`src/rtl/bcd_to_bin_conv_pkg.sv`:
```
// Shared definitions for the BCD-to-binary converter.
// Holds the FSM state encoding and the digit-level constants used by the
// reverse double-dabble correction cell and the input range check.
package bcd_to_bin_conv_pkg;

  typedef enum logic [1:0] {
    IDLE  = 2'd0,
    SHIFT = 2'd1,
    DONE  = 2'd2
  } state_t;

  localparam int         DIGIT_W     = 4;
  localparam logic [3:0] MAX_DIGIT   = 4'd9;  // largest legal BCD digit
  localparam logic [3:0] CORR_THRESH = 4'd8;  // post-shift digit needing correction
  localparam logic [3:0] CORR_SUB    = 4'd3;  // amount removed from such a digit

endpackage

```
`src/rtl/bcd_to_bin_conv_corr.sv`:
```
// bcd_digit_corr: combinational correction cell for reverse double-dabble.
// After a right shift, a BCD digit of 8 or more has received a bit worth
// "10/2 = 5" from the digit above, but binary weighting gave it 8; removing 3
// restores a valid BCD digit.
// Ports:
//   digit     - 4-bit digit value after the shift
//   corrected - digit minus 3 when digit >= 8, otherwise unchanged
import bcd_to_bin_conv_pkg::*;

module bcd_digit_corr (
  input  logic [DIGIT_W-1:0] digit,
  output logic [DIGIT_W-1:0] corrected
);

  assign corrected = (digit >= CORR_THRESH) ? (digit - CORR_SUB) : digit;

endmodule

```
`src/rtl/bcd_to_bin_conv.sv`:
```
// bcd_to_bin_conv: sequential BCD-to-binary converter (reverse double-dabble).
// A rising edge on go (while idle) latches bcd_in; one right shift plus
// per-digit correction runs per clock for BIN_W clocks, then the result is
// published with a one-cycle done pulse. Inputs with a digit > 9 finish
// immediately with err set and a zero result.
// Ports:
//   clk     - system clock, all state on rising edge
//   rst     - synchronous, active-high reset
//   go      - start request level; conversion starts on its rising edge
//   bcd_in  - packed BCD digits, digit 0 in bits [3:0], sampled at start only
//   bin_out - converted value, held until the next completed request
//   busy    - high while shifting
//   done    - one-cycle pulse when bin_out/err are updated
//   err     - last request held an illegal digit
import bcd_to_bin_conv_pkg::*;

module bcd_to_bin_conv #(
  parameter int DIGITS = 4,
  parameter int BIN_W  = 14
) (
  input  logic                      clk,
  input  logic                      rst,
  input  logic                      go,
  input  logic [DIGIT_W*DIGITS-1:0] bcd_in,
  output logic [BIN_W-1:0]          bin_out,
  output logic                      busy,
  output logic                      done,
  output logic                      err
);

  localparam int BCD_W = DIGIT_W * DIGITS;
  localparam int CNT_W = $clog2(BIN_W);
  localparam logic [CNT_W-1:0] LAST_CNT = CNT_W'(BIN_W - 1);

  state_t             state;
  logic               go_q;
  logic [BCD_W-1:0]   bcd_reg;
  logic [BIN_W-1:0]   bin_reg;
  logic [CNT_W-1:0]   cnt;

  logic [BCD_W+BIN_W-1:0] shifted;
  logic [BCD_W-1:0]       bcd_next;
  logic [BIN_W-1:0]       bin_next;
  logic                   start;
  logic                   bad_digit;

  // Only a fresh edge seen while idle starts work; edges during SHIFT/DONE are dropped.
  assign start = go && !go_q && (state == IDLE);

  // One shift step: the BCD low bit falls into the binary MSB.
  assign shifted  = {bcd_reg, bin_reg} >> 1;
  assign bin_next = shifted[BIN_W-1:0];

  for (genvar d = 0; d < DIGITS; d++) begin : g_corr
    bcd_digit_corr u_corr (
      .digit     (shifted[BIN_W + d*DIGIT_W +: DIGIT_W]),
      .corrected (bcd_next[d*DIGIT_W +: DIGIT_W])
    );
  end

  // NOTE: give every always_comb output a default before any conditional
  // assignment, otherwise a path that skips it infers a latch.
  always_comb begin
    bad_digit = 1'b0;
    for (int d = 0; d < DIGITS; d++) begin
      if (bcd_in[d*DIGIT_W +: DIGIT_W] > MAX_DIGIT) bad_digit = 1'b1;
    end
  end

  // NOTE: all state below uses non-blocking assignments so every register
  // samples pre-edge values; blocking here would create order-dependent races.
  always_ff @(posedge clk) begin
    if (rst) begin
      state   <= IDLE;
      go_q    <= 1'b0;
      bcd_reg <= '0;
      bin_reg <= '0;
      cnt     <= '0;
      bin_out <= '0;
      busy    <= 1'b0;
      done    <= 1'b0;
      err     <= 1'b0;
    end else begin
      go_q <= go;
      done <= 1'b0;
      case (state)
        IDLE: begin
          if (start) begin
            bcd_reg <= bcd_in;
            bin_reg <= '0;
            cnt     <= '0;
            if (bad_digit) begin
              state   <= DONE;
              err     <= 1'b1;
              bin_out <= '0;
              done    <= 1'b1;
            end else begin
              state <= SHIFT;
              err   <= 1'b0;
              busy  <= 1'b1;
            end
          end
        end
        SHIFT: begin
          bcd_reg <= bcd_next;
          bin_reg <= bin_next;
          cnt     <= cnt + CNT_W'(1);
          // cnt counts completed shifts; this edge performs shift number BIN_W.
          if (cnt == LAST_CNT) begin
            bin_out <= bin_next;
            state   <= DONE;
            busy    <= 1'b0;
            done    <= 1'b1;
          end
        end
        DONE:    state <= IDLE;
        default: state <= IDLE;
      endcase
    end
  end

endmodule

```
`config.mk`:
```
export PLATFORM = sky130hd
export DESIGN_NAME = bcd_to_bin_conv
export DESIGN_NICKNAME = d
export VERILOG_FILES = /design/src/rtl/bcd_to_bin_conv_pkg.sv /design/src/rtl/bcd_to_bin_conv_corr.sv /design/src/rtl/bcd_to_bin_conv.sv
export SDC_FILE = /design/constraint.sdc
export NUM_CORES = 1
export LEC_CHECK = 0
export BUFFER_PORTS_ARGS = -buffer_cell sky130_fd_sc_hd__buf_2
export CAP_MARGIN = 20
export CORE_UTILIZATION = 30
export DETAILED_ROUTE_END_ITERATION = 8
export HOLD_SLACK_MARGIN = 0.03
export PLACE_DENSITY_LB_ADDON = 0.25
export RECOVER_POWER = 100
export SLEW_MARGIN = 20
export SYNTH_ARGS = -nofsm -noshare
export SYNTH_HDL_FRONTEND = slang
export SYNTH_SLANG_ARGS = --single-unit
```
`constraint.sdc`:
```
create_clock -name clk -period 1.9 [get_ports clk]
set_input_delay 0.38 -clock clk [delete_from_list [all_inputs] [get_ports clk]]
set_output_delay 0.38 -clock clk [all_outputs]
set_load 0.01 [all_outputs]
```
# After elaboration in Yosys (flattened, before gate mapping)
# Index checks and enable logic that the tools add are counted.
[totals]
inputBits = 19
mem_bits_ro = 0
ff_bits = 54
mem_bits_rw = 0
latch_bits = 0
output_inout_bits = 17
wordCells = 68
memories = 0
[op_classes]
n_eq_ne = 6
magnitude_cmp = 8
n_mux = 30
add_sub_neg = 5
n_div = 0
bitwise = 0
mul = 0
n_reduce_logical = 10
shifts = 0
[op_table]
columns = ["op", "n"]
rows = [
  ["$mux W14", 4],
  ["$pmux W14 S2", 2],
  ["$pmux W16 S2", 1],
  ["$mux W4", 5],
  ["$gt A4 B4 Y1 const B", 4],
  ["$mux W16", 1],
  ["$ge A4 B4 Y1 const B", 3],
  ["$sub A4 B2 Y4 const B", 3],
  ["$mux W1", 10],
  ["$ne A2 B2 Y1 const B", 4],
  ["$pmux W4 S2", 1],
  ["$reduce_and A4 Y1", 2],
  ["$mux W2", 3],
  ["$reduce_and A2 Y1", 3],
  ["$add A4 B1 Y4 const B", 1],
  ["$eq A4 B4 Y1 const B", 1],
  ["$ge A3 B4 Y1 const B", 1],
  ["$pmux W1 S2", 2],
  ["$pmux W2 S2", 1],
  ["$sub A3 B2 Y4 const B", 1],
  ["$eq A2 B1 Y1 const B", 1],
  ["$logic_and A1 B1 Y1", 2],
  ["$logic_not A2 Y1", 1],
  ["$reduce_bool A2 Y1", 1],
  ["$logic_not A1 Y1", 1],
]

# Logic depth before layout (Yosys ltp)
[logic_depth]
ltp_word = 8
ltp_mapped = 7

# By module
# A second synthesis with hierarchy kept.
[unflattened]
hier_cells = 273
hier_area_um2 = 2504.9
[by_module_without_submodules]
columns = ["module", "seq_area_each_um2", "area_per_inst_um2", "cells_each", "n_inst"]
rows = [
  ["bcd_to_bin_conv", 1061.0, 2199.6, 229, 1],
  ["bcd_digit_corr", 0.0, 76.3, 11, 4],
]

# Worst setup path before layout
# OpenSTA, ideal clock, no wires.
[synth_path]
path_type = "register to register"
startpoint = "reg cnt[0]"
endpoint = "reg bin_out[0]"
required_ps = 1783
slack_ps = 440
setup_ps = 117
path_stages_with_launch = 7
synth_period_minus_slack_ps = 1460
arrival_ps = 1343
cell_sequence = "dfxtp_1 -> ha_1 -> nand3_1 -> or2_1 -> a22oi_4 -> buf_6 -> o2bb2ai_1"
[synth_between]
elab_chain_cells = 3
[synth_lines]
columns = ["element", "line", "source"]
rows = [
  ["start, declared", "bcd_to_bin_conv.sv:39", "logic [CNT_W-1:0] cnt;"],
  ["start signal, assigned", "bcd_to_bin_conv.sv:107", "cnt <= cnt + CNT_W'(1);"],
  ["$eq A4 B4 Y1", "bcd_to_bin_conv.sv:109", "if (cnt == LAST_CNT) begin"],
  ["$ne A2 B2 Y1 (no line)", "n/a", ""],
  ["$reduce_and A4 Y1 (no line)", "n/a", ""],
  ["end signal, assigned", "bcd_to_bin_conv.sv:110", "bin_out <= bin_next;"],
  ["end, declared", "bcd_to_bin_conv.sv:25", "output logic [BIN_W-1:0] bin_out,"],
]
# Every way passes these cells.
# A chain may end at the register's enable or synchronous reset.

# Worst setup path after layout
[layout_path]
startpoint = "reg state[0]"
endpoint = "reg bin_out[2]"
[layout_between]
elab_chain_cells = 4
[layout_lines]
columns = ["element", "line", "source"]
rows = [
  ["start, declared", "bcd_to_bin_conv.sv:35", "state_t state;"],
  ["start signal, assigned", "bcd_to_bin_conv.sv:74", "state <= IDLE;"],
  ["start signal, assigned", "bcd_to_bin_conv.sv:93", "state <= DONE;"],
  ["start signal, assigned", "bcd_to_bin_conv.sv:98", "state <= SHIFT;"],
  ["$logic_not A2 Y1", "bcd_to_bin_conv.sv:48, bcd_to_bin_conv.sv:86", ""],
  ["$logic_and A1 B1 Y1", "bcd_to_bin_conv.sv:48", "assign start = go && !go_q && (state == IDLE);"],
  ["$ne A2 B2 Y1 (no line)", "n/a", ""],
  ["$reduce_and A4 Y1 (no line)", "n/a", ""],
]
# Parallel ways exist; a longest one is shown, timed or not.

==> results.md <==
- CTS Hold Bufs: 0
- Vias per cell: 4.85
- RSZ-0062 raised after global routing: no
- Outcome: finished clean
- Peak VDD IR: 0.280 mV
- Global Route Usage Sum: 0.132
- WL per Instance: 13.2 microns
- Initial antenna violation count: 0
- Slew Viols, Final: 0
- DRT Wirelength: 5080 microns
- Number of remaining DRC errors: 0
- Clk pwr share: 0.320
- FF+latch count, synth: 53
- Clk pin slew, worst setup/hold paths: 0.10 ns
- Final setup viols: 0
- Grt ovf: 0
- Global-route wire length before repair: just under 9000 microns
- Placement Cell Area: 2620 sq um
- Pwr Density: around 780 nW/um^2
- Hpwl dp: 3520 microns
- Rows: 31
- M1 WL: about 2500 microns
- Post-Syn Instances: 249
- WL met2: ~2300 microns
- Mapped Nets: 276
- Post-CTS Setup Bufs: 0
- Met3 wire length: around 140 microns
- DRT Pass-1 Iters: 4
- Vias in the first global route: 1780
- Endpoints failing hold: 0
- Io pins: 36
- Clk_lat worst skew: roughly 0.31 ns
- Psw: 0.586 mW
- CP Launch Type: flop
- Max stage delay on crit path: roughly 0.65 ns
- CTS tree: yes
- Layout Skew: between 0.01 and 0.015 ns
- Sequential fraction of the synthesis area: 0.455
- Layout Nets: 312
- Worst Path Max Fanout: 16
- Post-Syn Area per Cell: ~9.4 sq um
- Max FFs per register: 16
- Yosys cell types: 35
- Critical-path cell list: nand2b_4 > or2_1 > a22oi_4 > o2bb2ai_1
- H-tree Lvls: 2
- Clock Tree Buf Depth: 2
- Core ar.: 7370 sq um
- Initial DRC Count: between 60 and 70
- Layout area overhead: 15.1%
- CP required: between 2 and 2.5 ns
- Sw Ratio: 0.278
- Sequential power share: 0.564
- Vias: 1867
- Slowest stage cell, crit path: dfxtp_1
- Fin crit share: 0.931
- WP data arrival: 1.95 ns
- Maxcap violations: 0
- Internal power: 1.52 mW
- Input/output buffers: 35
- Warnings from Yosys: 0
- Die width: ~90 microns
- Largest net degree at the start of global routing: 31
- Share of cells above drive strength 1: 0.147
- Cell area after layout: 2690 sq um
- RePlAce Congestion: 0.726
- Fmax: 0.565 GHz
- Resized cells post-CTS: 0
- Hold slack: 0.300 ns
- WS Path Type: flop to flop
- Die area: 8140 sq um
- Diode count: 0
- Fin crit period: 1.77 ns
- Root Driver: clkbuf_8
- Static leakage: 0.958 nW
- Synthesized cell area: 2330 sq um
- Clock Sinks: 53
- Gate power share: 0.116
- TritonCTS Buffers: 5
- Initial Utilization: 0.317
- Worst slew margin: 0.510
- # fillers: 805
- Crit end category: flop
- Number of nets with antenna violations after routing: 0
- Worst Hold Class: input pin to flop
- Worst slew pin tran: 0.735 ns
- Top sig layer: met4
- Setup TNS Final: 0 ns
- Die height: 90.2 microns
[synth_stat cells, drive strengths merged]
cell type | count | share of area
a211oi | 7 | 0.023
a21o | 1 | 0.0032
a21oi | 13 | 0.033
a221oi | 3 | 0.011
a22oi | 18 | 0.064
a311oi | 4 | 0.015
and2b | 1 | 0.0032
and4 | 1 | 0.0038
buf | 10 | 0.035
clkbuf | 7 | 0.011
dfxtp | 53 | 0.45
ha | 8 | 0.043
inv | 11 | 0.018
nand2 | 15 | 0.024
nand2b | 20 | 0.058
nand3 | 2 | 0.0043
nor2 | 29 | 0.048
nor2b | 3 | 0.0080
nor3 | 6 | 0.015
nor4 | 1 | 0.0027
o21ai | 7 | 0.015
o221ai | 6 | 0.023
o2bb2ai | 14 | 0.053
or2 | 1 | 0.0027
xnor2 | 5 | 0.019
xor2 | 3 | 0.011
[kinds of logic (layout without fill, tap and decap cells)]
group                      after synthesis  in the layout  synth area share
and+or+nand+nor                         79             79             0.169
AOI/OAI and AO/OA                       73             73             0.239
DFF                                     53             53             0.455
buffers and inverters                   28             65            0.0643
adders and majority gates                8              8            0.0429
xor gates and xnor gates                 8              8            0.0300
[power groups by stage]
stage	Sequential, mW	Clock [mW]	Combinational, mW
after floorplan	1.20	0	0.186
after global placement	1.21	0	0.246
after detailed placement	1.21	0	0.250
after CTS	1.19	0.700	0.251
after global routing	1.19	0.747	0.274
final	1.19	0.674	0.244
[worst max-delay path: cells and delay by family, from the launching register on]
| family | cells | cell delay [ns] |
|---|---|---|
| flip-flops | 1 | 0.65 |
| AO/OA/AOI/OAI | 2 | 0.62 |
| AND/OR/NAND/NOR | 2 | 0.37 |
[placed cells by master (no fill, tap or decap), types with 6 or more instances in the layout]
master and n:
dfxtp_1 53, a211oi_1 7, nand2b_1 18, nor2_1 28, clkbuf_1 19, o2bb2ai_1 14
a21oi_1 12, o21ai_0 7, ha_1 8, o221ai_1 6, nand2_1 15, buf_4 8
buf_2 17, a22oi_1 17, inv_1 10
[per-layer routing]
layer / vias to the layer above / GRT usage
li1: 955 / -
met1: 884 / 0.177
met2: 24 / 0.211
met3: 4 / 0.0288
met4: 0 / 0.0403
met5: - / 0
[stage by stage]
stage,instances,worst slack [ns],power [mW],util
floorplan,249,0.440,1.39,-
global placement,377,0.150,1.46,0.355
detailed placement,377,0.107,1.46,0.355
CTS,385,0.0919,2.14,0.368
global route,385,0.0115,2.21,0.365
finish,385,0.130,2.11,0.365
[final cells by class]
cell class	count	area, sq um	area share
Inverter	11	41.3	0.0154
Timing Repair Buffer	46	244	0.0908
Tap cell	99	124	0.0461
Clock buffer	5	68.8	0.0256
Sequential cell	53	1060	0.395
Clock inverter	3	25.0	0.00932
Multi-Input combinational cell	168	1120	0.418
[path summary, 6_finish.rpt]
check                  start         end  slack (ns)  cells after the start
setup / recovery    state[0]  bin_out[2]        0.13                      4
hold / removal            go        go_q        0.30                      2
setup reg to reg    state[0]  bin_out[2]        0.13                      4
hold reg to reg   bin_out[4]  bin_out[4]        0.47                      2
Power figures use the tool's default switching activity.
